==> src/rtl/audio_pkg.sv <==
// audio_pkg: definitions shared by the audio path blocks (sine source, codec
// config, I2S serializer).
//   DEF_SAMPLE_W : default sample width.
//   state_t      : serializer FSM states.
//   vol_atten()  : volume attenuation, arithmetic right shift by 2*volume.
package audio_pkg;

    localparam int DEF_SAMPLE_W = 16;

    typedef enum logic [1:0] {
        IDLE  = 2'd0,
        WAIT  = 2'd1,
        SHIFT = 2'd2,
        PAD   = 2'd3
    } state_t;

    // Works on a 32-bit container so every block can share it whatever its
    // sample width (up to 32). The caller sign-extends in and truncates out.
    function automatic logic signed [31:0] vol_atten(input logic signed [31:0] sample,
                                                     input logic [1:0]         volume);
        return sample >>> {volume, 1'b0};
    endfunction

endpackage

==> src/rtl/sync_edge.sv <==
// sync_edge: 2-flop synchronizer for an asynchronous level, followed by a
// registered copy used to produce one-cycle edge strobes.
//   clk, reset : system clock, async active-high reset
//   din        : asynchronous input level
//   rise, fall : one-clk strobes, valid 2 cycles after the pin edge is sampled
module sync_edge (
    input  logic clk,
    input  logic reset,
    input  logic din,
    output logic rise,
    output logic fall
);

    logic meta;
    logic sync;
    logic prev;

    always_ff @(posedge clk or posedge reset) begin
        if (reset) begin
            meta <= 1'b0;
            sync <= 1'b0;
            prev <= 1'b0;
        end else begin
            meta <= din;
            sync <= meta;
            prev <= sync;
        end
    end

    // Strobes are decoded from registered state so the consumer's register
    // update lands on the third clk edge after the pin changes.
    assign rise = sync & ~prev;
    assign fall = ~sync & prev;

endmodule

==> src/rtl/i2s_dac_tx.sv <==
// i2s_dac_tx: mono I2S serializer toward the WM8731 DAC. The codec is bit- and
// LR-clock master; both clocks are sampled in the clk domain. One attenuated
// sample is latched per frame (at the left-channel LR fall) and sent MSB-first
// in both the left and right slots.
//   clk, reset  : system clock, async active-high reset
//   enable      : codec configured; idle while low
//   bclk        : codec bit clock (async)
//   dac_lr_clk  : codec LR clock (async), low = left, high = right
//   volume      : attenuation, sample >>> (2*volume), sampled at LR fall
//   data_in     : signed sample from upstream
//   data_ready  : one-clk pulse asking upstream for the next sample
//   dac_dat     : serial data to the codec
module i2s_dac_tx
    import audio_pkg::*;
#(
    parameter int SAMPLE_W = DEF_SAMPLE_W
) (
    input  logic                clk,
    input  logic                reset,
    input  logic                enable,
    input  logic                bclk,
    input  logic                dac_lr_clk,
    input  logic [1:0]          volume,
    input  logic [SAMPLE_W-1:0] data_in,
    output logic                data_ready,
    output logic                dac_dat
);

    localparam int CNT_W = $clog2(SAMPLE_W) + 1;

    logic bclk_fall, bclk_rise_unused;
    logic lr_fall, lr_rise;

    sync_edge u_bclk_sync (
        .clk   (clk),
        .reset (reset),
        .din   (bclk),
        .rise  (bclk_rise_unused),
        .fall  (bclk_fall)
    );

    sync_edge u_lr_sync (
        .clk   (clk),
        .reset (reset),
        .din   (dac_lr_clk),
        .rise  (lr_rise),
        .fall  (lr_fall)
    );

    state_t              state, state_n;
    logic [SAMPLE_W-1:0] hold, hold_n;
    logic [SAMPLE_W-1:0] shreg, shreg_n;
    logic [CNT_W-1:0]    bitcnt, bitcnt_n;
    logic                dac_dat_n;
    logic                data_ready_n;
    logic [SAMPLE_W-1:0] atten;

    assign atten = SAMPLE_W'(vol_atten(32'(signed'(data_in)), volume));

    always_ff @(posedge clk or posedge reset) begin
        if (reset) begin
            state      <= IDLE;
            hold       <= '0;
            shreg      <= '0;
            bitcnt     <= '0;
            dac_dat    <= 1'b0;
            data_ready <= 1'b0;
        end else begin
            state      <= state_n;
            hold       <= hold_n;
            shreg      <= shreg_n;
            bitcnt     <= bitcnt_n;
            dac_dat    <= dac_dat_n;
            data_ready <= data_ready_n;
        end
    end

    always_comb begin
        state_n      = state;
        hold_n       = hold;
        shreg_n      = shreg;
        bitcnt_n     = bitcnt;
        dac_dat_n    = dac_dat;
        data_ready_n = 1'b0;

        if (!enable) begin
            state_n   = IDLE;
            dac_dat_n = 1'b0;
        end else begin
            unique case (state)
                IDLE: begin
                    dac_dat_n = 1'b0;
                    state_n   = WAIT;
                end

                WAIT: begin
                    dac_dat_n = 1'b0;
                    // Frame alignment: only a left-channel start is a valid
                    // entry point, a right-channel edge is ignored here.
                    if (lr_fall) begin
                        hold_n       = atten;
                        shreg_n      = atten;
                        bitcnt_n     = '0;
                        data_ready_n = 1'b1;
                        state_n      = SHIFT;
                    end
                end

                SHIFT, PAD: begin
                    // LR edges take priority over a coincident bclk fall, so
                    // the MSB goes out on the bclk fall after the LR change.
                    if (lr_fall) begin
                        hold_n       = atten;
                        shreg_n      = atten;
                        bitcnt_n     = '0;
                        data_ready_n = 1'b1;
                        state_n      = SHIFT;
                    end else if (lr_rise) begin
                        shreg_n  = hold;
                        bitcnt_n = '0;
                        state_n  = SHIFT;
                    end else if (bclk_fall) begin
                        if (state == SHIFT) begin
                            dac_dat_n = shreg[SAMPLE_W-1];
                            shreg_n   = {shreg[SAMPLE_W-2:0], 1'b0};
                            bitcnt_n  = bitcnt + CNT_W'(1);
                            if (bitcnt_n == CNT_W'(SAMPLE_W))
                                state_n = PAD;
                        end else begin
                            dac_dat_n = 1'b0;
                        end
                    end
                end

                default: begin
                    state_n   = IDLE;
                    dac_dat_n = 1'b0;
                end
            endcase
        end
    end

endmodule

==> config.mk <==
export PLATFORM = sky130hd
export DESIGN_NAME = i2s_dac_tx
export DESIGN_NICKNAME = d
export VERILOG_FILES = /design/src/rtl/audio_pkg.sv /design/src/rtl/sync_edge.sv /design/src/rtl/i2s_dac_tx.sv
export SDC_FILE = /design/constraint.sdc
export NUM_CORES = 1
export LEC_CHECK = 0
export CAP_MARGIN = 0
export CORE_ASPECT_RATIO = 1.25
export CORE_MARGIN = 2
export CORE_UTILIZATION = 58
export DETAILED_ROUTE_END_ITERATION = 8
export GPL_ROUTABILITY_DRIVEN = 0
export PLACE_DENSITY = 0.81
export SYNTH_ARGS = -nofsm -noshare
export SYNTH_HDL_FRONTEND = slang
export SYNTH_SLANG_ARGS = --single-unit
==> constraint.sdc <==
create_clock -name clk -period 3.95 [get_ports clk]
set_clock_uncertainty 0.2 [all_clocks]
set_input_delay 0.79 -clock clk [delete_from_list [all_inputs] [get_ports clk]]
set_output_delay 0.79 -clock clk [all_outputs]
set_load 0.05 [all_outputs]
==> reports/results.ini, run 1 <==
[setup_path]
r2r-start = u_lr_sync.prev
startpoint_type = primary input
path_cells = clkdlybuf4s50_1 -> mux2_2 -> a211o_1 -> a22o_1
r2r_setup_slack_ns = 1.55
slowest_stage = clkdlybuf4s50_1
critPathKind = in -> reg
worstPathArrival_ns = 2.71
worstSetupEndpointType = flop
slowest_delay_ns = 1.00
worstPathMaxFanout = 18
r2r_cells = 5
worst_ep_required_time_ns = 3.95
worst_r2r_endpoint = shreg[14]

[sta]
min_period_ns = 2.71
fin_setup_tns_ns = 0
worst_pin_slew_ns = 0.976
hold_ws_ns = 0.156
hold_viol_final = 0
max_freq_mhz = 370
fin_crit_sh_pct = 68.5
drv_slew = 0
rsz0062_at_grt = no
relSlewSlack_pct = 35.0
setup_viol = 0

[global_route]
grt_pass1_wl_um = 8760
grt_overflow = 0
grt_pass1_vias = 1852
antenna_found_initial = 0
track_usage_pct = 22.6
grt_start_max_net_pins = 48

[floorplan]
start_util_pct = 61.0
core_area_um2 = 4160
die-area_um2 = 4930
die_h_um = 78.0
rows = 26
io-pin-count = 25
fp.dieW_um = 63.2

[logic_synthesis]
synth_top_family_by_area = compound AO/OA/AOI/OAI gates
ys_types = 37
yosys.area_share.xor_xnor_pct = 0
synth_fa_ha_area_share_pct = 1.48
yosysSeqAreaShare_pct = 46.3
synth_compound_area_share_pct = 19.0
synth-simple-area-share_pct = 13.2
synthCells = 257
synth_mux_area_share_pct = 14.7
synth_fp_nets = 283
ys_ff_latch = 47
syn_avg_cell_area_um2 = 9.88
syn_area_um2 = 2540
synth_warnings = 0

[detailed_routing]
drtAntennaViolNets = 0
viasPerCell = 5.74
routedWlPerCell_um = 15.1
wirelength_um = 4970
firstDrtPassIters = 5
drc = 0
vias = 1890
drt_iter0_drc = 141

[power_and_ir_drop]
power_density_nw_per_um2 = 421
clkPwrFrac_pct = 26.0
seq_power_share_pct = 53.6
ir_drop_v = 0.000261
comb_power_share_pct = 20.4
p_int_mw = 0.855
switching_power_mw = 0.346
p_leak_nw = 1.29
p_sw_share_pct = 28.8

[cts]
cts_buffers = 5
clockBufferDepth = 2
cts.sinks = 47
cts_tree = yes
ctsHoldBuffers = 0
ctsRootBufferMaster = clkbuf_8
clk_latency_ns = 0.31
post-cts-setup-buffers = 0
cts_resized = 0
clk_pin_slew_worst_paths_ns = 0.09
h-tree-depth = 2

[place]
dp_hpwl_um = 3390
place_area_um2 = 2750
portBuffers = 24

[hold_path]
hold_depth = 0
hp-class = reg -> reg
holdPathEnd = u_bclk_sync.sync
hold_path.startpoint = u_bclk_sync.meta

[layout]
diodes = 0
final_cell_mix = dfrtp_1, nand2_1, o21ai_0
areaGrowthSynthToFinish_pct = 12.3
fin_nets = 298
drive_gt1_share_pct = 9.89
final_cell_area_um2 = 2850
multiInputGateArea_um2 = 1230
fill_cells = 361
mostFrequentLayoutCell = dfrtp_1
area.sequential_um2 = 1180

[outcome]
outcome = completed

[job]
max-cap-violations = 0

-- logic make-up (layout without fill, tap and decap cells) --
logic type | after synthesis | after routing
multiplexers | 36 | 36
buffers and inverters | 24 | 40
adder cells (fa/ha/maj) | 3 | 3
AND/OR/NAND/NOR | 71 | 71
flip-flops | 47 | 47
AO/OA/AOI/OAI | 76 | 76
-- registers in the layout, indices dropped and copies added, names as in the netlist, 2 cells and up --
| signal | flops |
|---|---|
| bitcnt | 5 |
| state | 2 |
| hold | 16 |
| shreg | 16 |
-- how the worst max path moves through the flow --
stage,start,end,slack (ns),depth (start not counted)
2_1_floorplan,reset,bitcnt[0],1.84,1
3_3_place_gp,volume[1],shreg[1],0.97,4
6_report,volume[1],shreg[1],1.24,4
4_1_cts,volume[1],shreg[1],1.26,4
5_1_grt,volume[1],shreg[3],1.15,5
3_5_place_dp,volume[1],shreg[1],0.93,4
-- power by group through the flow --
stage / Sequential [mW] / Combinational [mW] / Clock (mW)
finish: 0.644 / 0.245 / 0.312
global route: 0.657 / 0.278 / 0.340
CTS: 0.644 / 0.246 / 0.317
detailed placement: 0.651 / 0.245 / 0
global placement: 0.646 / 0.236 / 0
floorplan: 0.633 / 0.192 / 0
-- area by class of cell --
| type | count | share of cell area (%) |
|---|---|---|
| Timing Repair Buffer | 26 | 8.95 |
| Sequential cell | 47 | 41.2 |
| Clock inverter | 2 | 0.570 |
| Clock buffer | 6 | 2.90 |
| Tap cell | 56 | 2.46 |
| Multi-Input combinational cell | 186 | 43.1 |
| Inverter | 6 | 0.790 |
-- routing by layer --
layer	vias to the layer above	GRT usage (%)	share of wire, %
met5	-	0	0
met4	0	8.26	1.8
met3	8	4.78	4.1
met2	46	35.1	48
met1	899	31.3	46
li1	937	-	-
-- Yosys cell counts --
cell       count  area, um2
nand2_1       37        139
and3_1         1       6.26
a31o_2         2       17.5
o211ai_2       1       12.5
o21a_1         2       15.0
or2_1          1       6.26
o31ai_1        1       7.51
a31oi_1        3       18.8
o22ai_1        1       6.26
nand4_1        1       6.26
dfrtp_1       47       1180
buf_6          3       33.8
nor2b_1        6       37.5
o21ai_0       26        130
mux2i_1       25        250
nor3_1         1       5.00
a21o_1         5       37.5
nor3b_1        2       15.0
a211o_1        1       8.76
a22o_1         7       61.3
and2_1         2       12.5
o2111ai_2      1       15.0
a21oi_1       16       80.1
or4b_1         1       10.0
clkbuf_1       3       11.3
nor2_1         9       33.8
o21ai_1        1       5.00
nand3_1        3       15.0
a211oi_1       9       67.6
nand2b_1       5       31.3
and4b_1        1       10.0
inv_1          6       22.5
ha_1           3       37.5
mux2_2        11        124
buf_4          3       22.5
or2_2          1       6.26
buf_2          9       45.0
-- worst max-delay path, delay by kind of cell --
| kind | cells | cell delay [ns] |
|---|---|---|
| multiplexers | 1 | 0.44 |
| AO/OA/AOI/OAI | 2 | 0.47 |
| buffers and inverters | 1 | 1.00 |
-- per-stage QoR --
stage | setup slack [ns] | power, mW | instances | util, %
floorplan | 1.84 | 0.825 | 257 | -
global placement | 0.967 | 0.883 | 321 | 66.1
detailed placement | 0.926 | 0.896 | 321 | 66.1
CTS | 1.26 | 1.21 | 329 | 68.5
global route | 1.15 | 1.27 | 329 | 68.5
finish | 1.24 | 1.20 | 329 | 68.5
(Power assumes the default switching activity.)
==> inputs of run 2 (changes only) <==
--- a/config.mk
+++ b/config.mk
@@ -8,10 +8,10 @@
 export CAP_MARGIN = 0
 export CORE_ASPECT_RATIO = 1.25
 export CORE_MARGIN = 2
-export CORE_UTILIZATION = 58
+export CORE_UTILIZATION = 51
 export DETAILED_ROUTE_END_ITERATION = 8
 export GPL_ROUTABILITY_DRIVEN = 0
-export PLACE_DENSITY = 0.81
+export PLACE_DENSITY = 0.75
 export SYNTH_ARGS = -nofsm -noshare
 export SYNTH_HDL_FRONTEND = slang
 export SYNTH_SLANG_ARGS = --single-unit
==> constraint.sdc (replaced) <==
create_clock -name clk -period 2.2 [get_ports clk]
set_clock_uncertainty 0.2 [all_clocks]
set_input_delay 0.44 -clock clk [delete_from_list [all_inputs] [get_ports clk]]
set_output_delay 0.44 -clock clk [all_outputs]
set_load 0.05 [all_outputs]
==> run 2 against run 1 <==
Against the previous run: clock power increased by 61%; critical path depth fell by 3; global-route usage shrank 2.3 points; register-to-register slack got worse by 1.4 ns; final cell count grew 4.3%; first-iteration DRC count is 30% lower; sequential power is 80% higher; via count up 3.4%; non-clock buffer count is 10 higher; design area up 3.5%.
==> reports/results.ini, run 2 (synthesis gave the netlist of run 1 again) <==
[place]
dp_hpwl_um = 3660  ; +8.0%
portBuffers = 24  ; unchanged

[floorplan]
rows = 28  ; +7.7%
core_area_um2 = 4760  ; +14%
start_util_pct = 53.3  ; -7.7 points
io-pin-count = 25  ; unchanged
die-area_um2 = 5560  ; +13%
die_h_um = 82.9  ; +6.3%
fp.dieW_um = 67.1  ; +6.2%

[cts]
h-tree-depth = 2  ; unchanged
ctsRootBufferMaster = clkbuf_8
clockBufferDepth = 2  ; unchanged
cts_resized = 0  ; unchanged
ctsHoldBuffers = 0  ; unchanged
clk_latency_ns = 0.30  ; about the same
cts.sinks = 47  ; unchanged
post-cts-setup-buffers = 0  ; unchanged
cts_buffers = 5  ; unchanged
cts_tree = yes
clk_pin_slew_worst_paths_ns = 0.08  ; about the same

[sta]
rsz0062_at_grt = no
hold_ws_ns = 0.156  ; +0.000354 ns
min_period_ns = 2.09
worst_pin_slew_ns = 0.496  ; -0.480 ns
drv_slew = 0  ; unchanged
fin_crit_sh_pct = 94.9
relSlewSlack_pct = 66.8  ; +32 points
hold_viol_final = 0  ; unchanged
max_freq_mhz = 479
fin_setup_tns_ns = 0  ; unchanged
setup_viol = 0  ; unchanged

[global_route]
busiest_layer = met2
antenna_found_initial = 0  ; unchanged
track_usage_pct = 20.3  ; -2.3 points
met1_usage_pct = 26.0  ; -5.3 points
grtUsageMet2_pct = 33.6  ; -1.5 points
grt_pass1_wl_um = 8860  ; +1.2%
grt_start_max_net_pins = 41  ; -15%
grt_pass1_vias = 1972  ; +6.5%
grt_use_met3_pct = 3.39  ; -1.4 points
grt_overflow = 0  ; unchanged

[layout]
mostFrequentLayoutCell = dfrtp_1
diodes = 0  ; unchanged
areaGrowthSynthToFinish_pct = 16.2
fin_nets = 308  ; +3.4%
drive_gt1_share_pct = 12.4  ; +2.5 points
reg.largest.list = hold: 16 flops, shreg: 16 flops, bitcnt: 5 flops
final_cell_mix = dfrtp_1, nand2_1, o21ai_0

[detailed_routing]
viasPerCell = 5.70  ; -0.83%
drt_iter0_drc = 98  ; -30%
drc = 0  ; unchanged
drtAntennaViolNets = 0  ; unchanged
firstDrtPassIters = 4  ; -1
wirelength_um = 4950  ; -0.32%
vias = 1954  ; +3.4%
routedWlPerCell_um = 14.4  ; -4.4%

[setup_path]
r2r-start = u_lr_sync.sync
r2r_setup_slack_ns = 0.18  ; -1.37 ns
startpoint_type = flop
cp_top_family = buffers and inverters
worst_ep_required_time_ns = 1.56  ; -2.39 ns
worstPathArrival_ns = 1.45  ; -1.26 ns
r2r_cells = 7  ; +2
worstPathMaxFanout = 2  ; -16
worstSetupEndpointType = primary output
path_buf_inv = 1  ; unchanged
worst_r2r_endpoint = bitcnt[2]
slowest_stage = clkdlybuf4s50_1
path_cells = clkdlybuf4s50_1
critPathKind = reg -> out
slowest_delay_ns = 0.80  ; -0.20 ns

[hold_path]
hp-class = reg -> reg
holdPathEnd = u_bclk_sync.sync
hold_path.startpoint = u_bclk_sync.meta
hold_depth = 0  ; unchanged

[power_and_ir_drop]
ir_drop_v = 0.000512  ; +96%
power_density_nw_per_um2 = 716  ; +70%
p_leak_nw = 1.35  ; +4.4%

[outcome]
outcome = completed

[job]
max-cap-violations = 0  ; unchanged

[run 2: cell count changes in the layout (fill, tap and decap cells not counted), sizes merged]
| cell | delta |
|---|---|
| clkinvlp | -1 |
| buf | +10 |
| clkbuf | +1 |
[run 2: per-stage QoR]
step	total power, mW	util (%)	std cells	instance area, um2	worst slack (ns)
5_1_grt	2.26	61.9	343	2950	0.0151
2_1_floorplan	1.48	-	257	2540	0.338
6_report	2.11	61.9	343	2950	0.112
4_1_cts	2.13	61.9	343	2950	0.0861
3_5_place_dp	1.63	60.2	335	2870	-0.0170
3_3_place_gp	1.61	60.2	335	2870	0.00139
[run 2: worst max-delay path by stage]
stage | startpoint | depth (start not counted) | to
2_1_floorplan | u_lr_sync.prev | 8 | bitcnt[3]
3_3_place_gp | volume[0] | 5 | shreg[12]
3_5_place_dp | volume[0] | 5 | shreg[11]
4_1_cts | dac_dat | 1 | dac_dat
5_1_grt | u_lr_sync.sync | 7 | bitcnt[4]
6_report | dac_dat | 1 | dac_dat
[run 2: where the power goes]
group | internal [mW] | switching, mW | leakage (nW)
Clock | 0.223 | 0.278 | 0.0422
Combinational | 0.248 | 0.210 | 0.715
Sequential | 1.05 | 0.107 | 0.594
[run 2: cell type report]
class	instances	area [um2]
Fill cell	412	1810
Clock buffer	7	76.3
Clock inverter	1	5.00
Inverter	6	22.5
Timing Repair Buffer	36	368
Multi-Input combinational cell	186	1230
Tap cell	60	75.1
Sequential cell	47	1180
[run 2: per-layer routing]
layer | share of wire [%] | vias up | wire length (um)
met5 | 0 | - | 0
met4 | 1.9 | 0 | 94
met3 | 3.7 | 8 | 182
met2 | 50 | 49 | 2460
met1 | 45 | 941 | 2210
li1 | - | 956 | -
==> inputs of run 3 (changes only) <==
--- a/config.mk
+++ b/config.mk
@@ -7,11 +7,11 @@
 export LEC_CHECK = 0
 export CAP_MARGIN = 0
 export CORE_ASPECT_RATIO = 1.25
-export CORE_MARGIN = 2
 export CORE_UTILIZATION = 51
 export DETAILED_ROUTE_END_ITERATION = 8
 export GPL_ROUTABILITY_DRIVEN = 0
 export PLACE_DENSITY = 0.75
+export RECOVER_POWER = 100
 export SYNTH_ARGS = -nofsm -noshare
 export SYNTH_HDL_FRONTEND = slang
 export SYNTH_SLANG_ARGS = --single-unit
==> run 3 against run 2 <==
Against the previous run: routed wire length up 1.4%; clock power up 15%; sequential power about the same; sequential share of layout area down 0.12 points; via count down 0.31%; maximum frequency down 0.57%; critical path type unchanged; critical endpoint unchanged.
==> reports/results.ini, run 3 (synthesis gave the netlist of run 1 again) <==
[cts]
clk_pin_slew_worst_paths_ns = 0.09  ; about the same
cts_tree = yes
h-tree-depth = 2  ; unchanged
clockBufferDepth = 2  ; unchanged
clk_latency_ns = 0.31  ; about the same
cts_resized = 0  ; unchanged
ctsRootBufferMaster = clkbuf_8
cts_buffers = 5  ; unchanged
post-cts-setup-buffers = 0  ; unchanged
cts.sinks = 47  ; unchanged
ctsHoldBuffers = 0  ; unchanged

[global_route]
grt_pass1_vias = 1969  ; -0.15%
antenna_found_initial = 0  ; unchanged
track_usage_pct = 22.3  ; +2.0 points
grt_overflow = 0  ; unchanged
grt_start_max_net_pins = 48  ; +17%
grt_pass1_wl_um = 8910  ; +0.62%

[setup_path]
r2r_setup_slack_ns = 0.16  ; -0.02 ns
worstPathMaxFanout = 2  ; unchanged
worst_ep_required_time_ns = 1.56  ; about the same
worstSetupEndpointType = primary output
path_buf_inv = 1  ; unchanged
critPathLaunch = dac_dat
r2r-start = u_lr_sync.sync
worstPathArrival_ns = 1.46  ; about the same
slowest_delay_ns = 0.80  ; about the same
critPathKind = reg -> out
startpoint_type = flop
path_cells = clkdlybuf4s50_1
cp_top_family = buffers and inverters
slowest_stage = clkdlybuf4s50_1

[floorplan]
die_h_um = 80.9  ; -2.4%
fp.dieW_um = 65.1  ; -3.0%
start_util_pct = 53.3  ; unchanged
die-area_um2 = 5270  ; -5.3%
rows = 28  ; unchanged
io-pin-count = 25  ; unchanged
core_area_um2 = 4760  ; unchanged

[layout]
final_cell_mix = dfrtp_1, nand2_1, o21ai_0
mostFrequentLayoutCell = dfrtp_1
fin_nets = 306  ; -0.65%
areaGrowthSynthToFinish_pct = 16.6
utilization_pct = 62.1  ; +0.18 points
finalNonFillerCells = 341  ; -0.58%
drive_gt1_share_pct = 11.4  ; -0.98 points
final_cell_area_um2 = 2960  ; +0.30%
reg.largest.list = hold: 16 flops, shreg: 16 flops, bitcnt: 5 flops
diodes = 0  ; unchanged

[sta]
hold_ws_ns = 0.155  ; -0.00104 ns
relSlewSlack_pct = 23.4  ; -43 points
rsz0062_at_grt = no
setup_viol = 0  ; unchanged
drv_slew = 0  ; unchanged
setup_ws_ns = 0.0996  ; -0.0119 ns
fin_crit_sh_pct = 95.5  ; +0.54 points
fin_setup_tns_ns = 0  ; unchanged
min_period_ns = 2.10  ; +0.0119 ns
hold_viol_final = 0  ; unchanged
worst_pin_slew_ns = 1.15  ; +0.653 ns
max_freq_mhz = 476  ; -0.57%

[power_and_ir_drop]
ir_drop_v = 0.000636  ; +24%
p_leak_nw = 1.35  ; -0.20%
power_density_nw_per_um2 = 738  ; +3.0%
total_power_mw = 2.18  ; +3.3%

[detailed_routing]
vias = 1948  ; -0.31%
drtAntennaViolNets = 0  ; unchanged
viasPerCell = 5.71  ; +0.28%
firstDrtPassIters = 4  ; unchanged
drc = 0  ; unchanged
drt_iter0_drc = 82  ; -16%
routedWlPerCell_um = 14.7  ; +2.0%
wirelength_um = 5020  ; +1.4%

[place]
place_inst = 333  ; -0.60%
portBuffers = 24  ; unchanged
dp_hpwl_um = 3570  ; -2.5%
place_area_um2 = 2880  ; +0.35%
post-place-ws_ns = 0.0177  ; +0.0347 ns

[hold_path]
hold_path.startpoint = u_lr_sync.meta
hp-class = reg -> reg

[outcome]
outcome = completed

[job]
max-cap-violations = 0  ; unchanged

[run 3: metal layers]
metal / vias up / global-route usage [%] / share of wire (%)
met3: 8 / 4.49 / 2.9
met5: - / 0 / 0
li1: 956 / - / -
met4: 0 / 9.57 / 1.9
met2: 37 / 38.0 / 51
met1: 947 / 27.3 / 44
[run 3: layout make-up]
type,count,area (um2)
clock buffer,7,96.3
fill,432,1800
sequential,47,1180
inverter,6,22.5
timing repair buffer,34,359
multi-input combinational,186,1220
clock inverter,1,7.51
tap,60,75.1
[run 3: path summary, 6_finish.rpt]
path,depth (start not counted),to
setup / recovery,1,dac_dat
hold / removal,0,u_lr_sync.sync
setup reg to reg,7,bitcnt[2]
hold reg to reg,0,u_lr_sync.sync
max in group asynchronous,3,bitcnt[3]
min in group asynchronous,3,dac_dat
[run 3: power breakdown]
part           leakage [nW]  switching (mW)  internal, mW
clock network        0.0505           0.291         0.286
registers             0.594           0.107          1.05
logic                 0.704           0.209         0.244
